==> config.mk <==
export PLATFORM = sky130hd
export DESIGN_NAME = calc_op_sequencer
export DESIGN_NICKNAME = d
export VERILOG_FILES = /design/src/rtl/calc_op_sequencer.sv
export SDC_FILE = /design/constraint.sdc
export NUM_CORES = 1
export LEC_CHECK = 0
export BUFFER_PORTS_ARGS = -buffer_cell sky130_fd_sc_hd__buf_4
export CAP_MARGIN = 40
export CELL_PAD_IN_SITES_DETAIL_PLACEMENT = 0
export CELL_PAD_IN_SITES_GLOBAL_PLACEMENT = 1
export CORE_ASPECT_RATIO = 0.5
export CORE_MARGIN = 2
export CORE_UTILIZATION = 33
export CTS_CLUSTER_DIAMETER = 100
export DETAILED_ROUTE_END_ITERATION = 16
export GPL_TIMING_DRIVEN = 0
export PLACE_DENSITY = 0.78
export SLEW_MARGIN = 20
export SYNTH_ARGS = -nofsm -noshare
export SYNTH_HDL_FRONTEND = slang
export SYNTH_SLANG_ARGS = --single-unit
==> constraint.sdc <==
create_clock -name clk -period 2.1 [get_ports clk]
set_input_delay 0.105 -clock clk [delete_from_list [all_inputs] [get_ports clk]]
set_output_delay 0.105 -clock clk [all_outputs]
set_load 0.02 [all_outputs]
==> src/rtl/calc_op_sequencer.sv <==
// Transaction front end for the combinational calculator datapath: accepts a request,
// drives the datapath, waits a settle time and returns the result. Optional: CALC_ERR_STICKY_EN.
module calc_op_sequencer #(
  parameter int unsigned SETTLE_CYCLES = 2,
  parameter logic [15:0] CMD_MASK      = 16'h003E
) (
  input  logic        clk,
  input  logic        rst,
  input  logic        req_valid,
  output logic        req_ready,
  input  logic [3:0]  req_cmd,
  input  logic [15:0] req_a,
  input  logic [15:0] req_b,
  output logic [15:0] dp_inputA,
  output logic [15:0] dp_inputB,
  output logic [3:0]  dp_command,
  input  logic [31:0] dp_result,
  input  logic        dp_error,
  output logic        rsp_valid,
  input  logic        rsp_ready,
  output logic [31:0] rsp_result,
  output logic        rsp_error,
  output logic [3:0]  rsp_cmd,
`ifdef CALC_ERR_STICKY_EN
  input  logic        err_clr,
  output logic        err_sticky,
`endif
  output logic        busy
);

  typedef enum logic [1:0] {StIdle, StSettle, StResp} state_e;

  state_e      state_q, state_d;
  logic [3:0]  cnt_q, cnt_d;
  logic [15:0] dp_a_q, dp_a_d;
  logic [15:0] dp_b_q, dp_b_d;
  logic [3:0]  dp_cmd_q, dp_cmd_d;
  logic [31:0] rsp_result_q, rsp_result_d;
  logic        rsp_error_q, rsp_error_d;
  logic [3:0]  rsp_cmd_q, rsp_cmd_d;
  logic        is_div;

  assign is_div = (req_cmd == 4'd4) || (req_cmd == 4'd5);

  always_comb begin
    state_d      = state_q;
    cnt_d        = cnt_q;
    dp_a_d       = dp_a_q;
    dp_b_d       = dp_b_q;
    dp_cmd_d     = dp_cmd_q;
    rsp_result_d = rsp_result_q;
    rsp_error_d  = rsp_error_q;
    rsp_cmd_d    = rsp_cmd_q;
    req_ready    = (state_q == StIdle) && !rst;

    unique case (state_q)
      StIdle: begin
        if (req_valid && req_ready) begin
          rsp_cmd_d    = req_cmd;
          rsp_result_d = '0;
          rsp_error_d  = 1'b0;
          if (req_cmd == 4'd0) begin
            state_d = StResp;
          end else if (!CMD_MASK[req_cmd]) begin
            rsp_error_d = 1'b1;
            state_d     = StResp;
          end else if (is_div && (req_b == 16'd0)) begin
            // Division by zero is answered locally; the datapath never sees it.
            rsp_result_d = 32'hFFFF_FFFF;
            rsp_error_d  = 1'b1;
            state_d      = StResp;
          end else begin
            dp_a_d   = req_a;
            dp_b_d   = req_b;
            dp_cmd_d = req_cmd;
            cnt_d    = 4'(SETTLE_CYCLES);
            state_d  = StSettle;
          end
        end
      end
      StSettle: begin
        if (cnt_q <= 4'd1) begin
          rsp_result_d = dp_result;
          rsp_error_d  = dp_error;
          dp_cmd_d     = 4'd0;
          state_d      = StResp;
        end else begin
          cnt_d = cnt_q - 4'd1;
        end
      end
      StResp: begin
        if (rsp_ready) state_d = StIdle;
      end
      default: state_d = StIdle;
    endcase
  end

  always_ff @(posedge clk) begin
    if (rst) begin
      state_q      <= StIdle;
      cnt_q        <= '0;
      dp_a_q       <= '0;
      dp_b_q       <= '0;
      dp_cmd_q     <= '0;
      rsp_result_q <= '0;
      rsp_error_q  <= 1'b0;
      rsp_cmd_q    <= '0;
    end else begin
      state_q      <= state_d;
      cnt_q        <= cnt_d;
      dp_a_q       <= dp_a_d;
      dp_b_q       <= dp_b_d;
      dp_cmd_q     <= dp_cmd_d;
      rsp_result_q <= rsp_result_d;
      rsp_error_q  <= rsp_error_d;
      rsp_cmd_q    <= rsp_cmd_d;
    end
  end

  assign dp_inputA  = dp_a_q;
  assign dp_inputB  = dp_b_q;
  assign dp_command = dp_cmd_q;
  assign rsp_valid  = (state_q == StResp);
  assign rsp_result = rsp_result_q;
  assign rsp_error  = rsp_error_q;
  assign rsp_cmd    = rsp_cmd_q;
  assign busy       = (state_q != StIdle);

`ifdef CALC_ERR_STICKY_EN
  logic err_sticky_q;

  // Set wins over clear when both happen in the same cycle.
  always_ff @(posedge clk) begin
    if (rst) begin
      err_sticky_q <= 1'b0;
    end else if (rsp_valid && rsp_ready && rsp_error_q) begin
      err_sticky_q <= 1'b1;
    end else if (err_clr) begin
      err_sticky_q <= 1'b0;
    end
  end

  assign err_sticky = err_sticky_q;
`endif

endmodule
==> results of run 1 <==
[flip-flops by register name, summed over array words and instances, names as in the netlist]
signal      count
rsp_cmd         4
dp_inputB      16
dp_inputA      16
cnt_q           4
rsp_result     32
state_q         2
dp_command      4
rsp_error       1
[worst min-delay path, stage by stage]
cell and delay [ps]:
buf_4 110, nand2_1 40, a21oi_1 50
[cells in the final DEF (no fill, tap or decap), types with 3 or more instances in the layout]
| master | instances |
|---|---|
| a211oi_1 | 3 |
| a211oi_2 | 30 |
| a21oi_1 | 34 |
| buf_12 | 3 |
| buf_2 | 6 |
| buf_4 | 151 |
| clkbuf_1 | 16 |
| clkbuf_16 | 10 |
| dfxtp_1 | 78 |
| inv_1 | 4 |
| nand2_1 | 102 |
| nand2b_1 | 9 |
| nor2_1 | 39 |
| nor3_1 | 4 |
| nor4_1 | 5 |
| o21ai_0 | 8 |
[how the worst max path moves through the flow]
stage | startpoint | to | slack, ps | cells after the start
finish | cnt_q[1] | rsp_error | 130 | 9
global route | cnt_q[1] | rsp_error | 4 | 9
CTS | state_q[0] | dp_inputB[2] | 10 | 6
detailed placement | req_b[10] | dp_inputA[9] | -90 | 7
global placement | req_b[10] | dp_inputA[11] | -60 | 7
floorplan | state_q[0] | rsp_error | 220 | 9
[where the power goes]
part	leakage [uW]	switching [uW]	internal [uW]	total (uW)
registers	0.000645	46.6	1580	1630
logic	0.00120	364	326	691
clock network	0.000145	615	988	1600
total	0.00199	1030	2900	3920
[cells by family after synthesis]
family | share of synthesized area, %
and+or+nand+nor | 22.07
AOI/OAI and AO/OA | 21.42
adders and majority gates | 0.7703
DFF | 48.69
buffers and inverters | 5.894
xor gates and xnor gates | 0.8091
muxes | 0.3467
[routing by layer]
layer / global-route usage, % / part of all wire, % / vias to the layer above
met5: 0 / 0 / -
met4: 4.531 / 0.74 / 0
met3: 6.375 / 6.3 / 7
met2: 28.23 / 47 / 72
met1: 22.14 / 46 / 1441
li1: - / - / 1574
[metrics by stage]
step / worst slack [ps] / cell area, um2 / cells / util [%]
2_1_floorplan: 220.5 / 3248 / 374 / -
3_5_place_dp: -92.79 / 4513 / 655 / 47.46
4_1_cts: 14.28 / 4827 / 671 / 50.76
5_1_grt: 3.894 / 4883 / 673 / 51.36
6_report: 131.2 / 4883 / 673 / 51.36
3_3_place_gp: -55.57 / 4513 / 655 / 47.46
[repair_timing]
item	in CTS	in global routing
gates cloned	0	1
setup endpoints to repair	3	66
buffers inserted	0	2
hold buffers	0	0
gates resized for setup	1	8
[final cells by class]
class,instances,area [um2]
plain buffers,29,185.2
clock buffers,12,256.5
clock inverters,4,53.80
fillers,988,4626
inverters,4,15.01
multi-input cells,261,1485
flip-flops and latches,79,1583
well taps,135,168.9
repair buffers,149,1136
==> impl_results.md, run 1 <==
- First-pass DRT Iterations: 4
- GRT Total Usage: between 15 and 20%
- Synth cell types: 38
- Slowest CP cell: or4b_4
- Number of synthesized flops with an enable pin: 0
- Post-DP HPWL: ~6800 um
- Clock H-tree levels: 3
- Critical Path AT: around 2200 ps
- Hold Path Origin: req_a[15]
- Die height: ~74 um
- Core footprint: 9509 um2
- Largest net degree at the start of global routing: 14
- Clk_lat worst skew: roughly 330 ps
- Tcrit/Tclk final: 93.75%
- Synthesized cell area: 3248 um2
- Proportion of layout cells with a drive suffix above 1: 39.78%
- First-pass GRT wire length: ~14000 um
- Unrepaired setup endpoints after global routing: yes
- Area growth, synth to finish: 50.35%
- Clk sinks: just under 80
- HP Class: in2reg
- Top post-synthesis cells by area: dfxtp_1 49%, nand2_1 12%, a211oi_2 12%, a21oi_1 5.2%, nor2_1 4.5%
- Worst Tran Pin Value: approximately 730 ps
- CTS Root Cell: clkbuf_16
- Peak supply drop: approximately 400 uV
- WL per Instance: between 10 and 15 um
- Max clock buf depth: 2
- Reg-to-reg slack, setup: between 100 and 150 ps
- Max-slew violations: 0
- Post-Syn Nets: 449
- Clk_skew: 4.346 ps
- Boundary Pins: ~150
- Leak Pwr: slightly below 0.002 uW
- Max Cap Viol: 0
- Setup violators final: 0
- Via count: just over 3000
- Post-synth ARST share: 0%
- Via density: between 4 and 5
- Register area share after synthesis: roughly half
- Final Power: about 4000 uW
- Buf/Inv on CP: 3
- Average cell area after synthesis: between 8 and 9 um2
- Num CTS Buffers: 9
- Slew margin rel.: between 50% and 60%
- Crit. End Element: flop
- Worst Hold Slack: roughly 12 ps
- P per Cell Area: between 800 and 900 nW/um2
- Initial core utilization: about 34%
- Fin crit period: approximately 2000 ps
- Row count: 25
- Reg-to-reg endpoint: rsp_error
- Fin. Hold Viols: 0
- Worst reg-to-reg path cell count: 9
- Number of global-route vias before repair: around 3000
- Final RePlAce weighted congestion: around 0.73
- Leading area contributor after synthesis: dfxtp_1
- #FFs+latches synth: between 70 and 80
- Crit path max fanout: 10
- CP Cell Sequence: inv_1, ha_1, nor2_1, or4b_4, nand2b_1, buf_6, and2_4, buf_12, a211oi_2
- CTS tree: yes
- Status: finished clean
- Synth top area share: about half
- Largest stage delay, worst path: approximately 500 ps
- Synth Flop Type: dfxtp_1
- Ant diodes: 0
- WL final: roughly 9200 um
- Top cells by count, synth: 102 x nand2_1, 79 x dfxtp_1, 39 x nor2_1
- WS Path Type: reg2reg
- Top-count cell post-synth: nand2_1
- Chip Width: between 100 and 150 um
- Initial antenna violation count: 0
- Post-Syn Instances: about 370
- Buffers on Ports: approximately 150
- Hold path cells: 3
- Clock Pin Slew Worst Setup and Hold Paths: 60 ps
- Grt ovf: 0
- Fmax achieved: 507.9 MHz
- DRC errors left: 0
- Nets: approximately 610
- Top delay family on crit path: simple AND/OR/NAND/NOR gates
- YS warnings: 0
- Crit Reg-Reg Startpoint: cnt_q[1]
- Post-DRT Antenna Nets: 0
- Hold path endpoint: dp_inputA[15]
- Critical path required time: approximately 2300 ps
- Initial DRC Count: 149
- TNS Setup: 0 ps
- Die Area: approximately 11000 um2
- Startpoint type of the worst setup path: flop
Note: power is estimated with default switching activity, not from simulation.
==> run 2: changes to the inputs <==
- clock period: 2.1 -> 2 ns (I/O delays scaled with it)
==> run 2 against run 1 <==
Global-route usage up 0.17 points. Core utilization rose by 2.1 points. Sequential power rose by 5%. Via count up 1.4%. Final cell count grew 1.3%. Flip-flop and latch count stayed put. Non-clock buffer count increased by 9. Largest cell class unchanged. Largest power group unchanged.
==> impl_results.md, run 2 (synthesis gave the netlist of run 1 again) <==
- Status: finished clean
- Core footprint: between 9000 and 10000 um2
- Num CTS Buffers: 9
- Max Cap Viol: 0
- Largest net degree at the start of global routing: 14
- Startpoint type of the worst setup path: flop
- Leak Pwr: 0.002061 uW
- Critical Path AT: between 2000 and 2500 ps
- Crit path max fanout: 10
- Peak supply drop: 415.4 uV
- Reg-to-reg slack, setup: just under 90 ps
- Commonest cells after routing, fill and taps aside: 155 x buf_4, 102 x nand2_1, 75 x dfxtp_1
- Setup violators final: 0
- Final Power: between 4000 and 5000 uW
- Chip Width: around 140 um
- First-pass GRT wire length: approximately 15000 um
- Number of global-route vias before repair: 3019
- Die Area: 10700 um2
- WL final: about 9400 um
- CP Cell Sequence: inv_2, ha_4, nor2_2, or4b_4, nand2b_4, and2_4, buf_12, buf_12, a211oi_2
- CTS tree: yes
- GRT Total Usage: approximately 18%
- Clk_skew: between 4 and 5 ps
- Fmax achieved: about 520 MHz
- WS Path Type: reg2reg
- Worst slack at placement: -187.8 ps
- Clk sinks: 79
- Via count: 3136
- Fin crit period: between 1500 and 2000 ps
- Initial DRC Count: about 160
- Clk_lat worst skew: about 340 ps
- WL per Instance: around 14 um
- DRC errors left: 0
- Fin. Hold Viols: 0
- Post-DRT Antenna Nets: 0
- Area growth, synth to finish: 56.36%
- Tcrit/Tclk final: between 90% and 100%
- Slew margin rel.: roughly half
- Buffers on Ports: 146
- Nets: a little over 600
- CTS Root Cell: clkbuf_16
- Worst Hold Slack: 12.94 ps
- Max-slew violations: 0
- Grt ovf: 0
- Clock Pin Slew Worst Setup and Hold Paths: roughly 60 ps
- Slowest CP cell: or4b_4
- Worst Tran Pin Value: approximately 770 ps
- Final RePlAce weighted congestion: ~0.73
- Post-DP HPWL: slightly below 7000 um
- Die height: ~74 um
- Unrepaired setup endpoints after global routing: no
- Cell mode on critical path: buf_12
- Max clock buf depth: 2
- Hold Path Origin: req_a[3]
- HP Class: in2reg
- Row count: 25
- Ant diodes: 0
- Initial core utilization: between 30 and 40%
- Final setup margin: around 87 ps
- Initial antenna violation count: 0
- Most common cell after layout, fill and taps aside: buf_4
- Boundary Pins: between 100 and 150
- Via density: approximately 4.6
- P per Cell Area: slightly above 800 nW/um2
- Crit Reg-Reg Startpoint: cnt_q[0]
- Proportion of layout cells with a drive suffix above 1: between 40% and 50%
- First-pass DRT Iterations: 4
- Max FFs per register: 32
- Crit. End Element: flop
- Critical path required time: between 2000 and 2500 ps
- Crit. Startpoint: cnt_q[0]
- Clock H-tree levels: 3
- Largest stage delay, worst path: ~530 ps
==> run 2: changes by cell type in the layout (fill, tap and decap cells not counted), sizes merged <==
cell         before  now
buf             161  165
dlygate4sd3       0    3
clkbuf           29   31
==> run 2: per-stage QoR <==
step | std cells | TNS [ps] | util [%] | area [um2]
5_1_grt | 682 | 0 | 53.41 | 5079
3_3_place_gp | 655 | -6585 | 47.46 | 4513
6_report | 682 | 0 | 53.41 | 5079
2_1_floorplan | 374 | 0 | - | 3248
4_1_cts | 677 | -200.5 | 51.75 | 4921
3_5_place_dp | 655 | -8156 | 47.46 | 4513
==> run 2: path summary, 6_finish.rpt <==
check / end / depth (start not counted)
worst max register to register: rsp_result[21] / 9
worst min-delay path: dp_inputA[3] / 3
worst max-delay path: rsp_result[21] / 9
worst min register to register: dp_inputA[0] / 2
==> run 2: layout make-up <==
type	instances	area (um2)
clock inverter	4	53.80
clock buffer	12	256.5
inverter	4	17.52
timing repair buffer	159	1255
sequential	79	1592
multi-input combinational	261	1554
buffer	28	181.4
fill	966	4431
tap	135	168.9
==> run 2: critical path, delay by kind of cell, from the launching register on <==
kind	cells	cell delay, ps
AO/OA/AOI/OAI	1	60
adder cells (fa/ha/maj)	1	120
buffers and inverters	3	310
flip-flops	1	360
AND/OR/NAND/NOR	4	900
==> run 2: routing by layer <==
layer	track usage, %	share of wire [%]
met1	22.26	46
met2	28.86	47
met3	6.182	6.3
met4	4.531	0.61
met5	0	0
==> run 2: where the power goes <==
part	switching, uW	leakage (uW)	internal, uW
combinational	394	0.00127	375
sequential	51.8	0.000646	1660
clock	651	0.000145	1040
total	1100	0.00206	3070
==> run 2: repair_timing <==
item / CTS / global route
setup buffers: 3 / 5
resized for setup: 8 / 29
pin swaps: 1 / 5
hold buffers: 3 / 0
setup endpoints to repair: 58 / 57
endpoints found under the hold margin: 4 / 0
gates cloned: 1 / 1
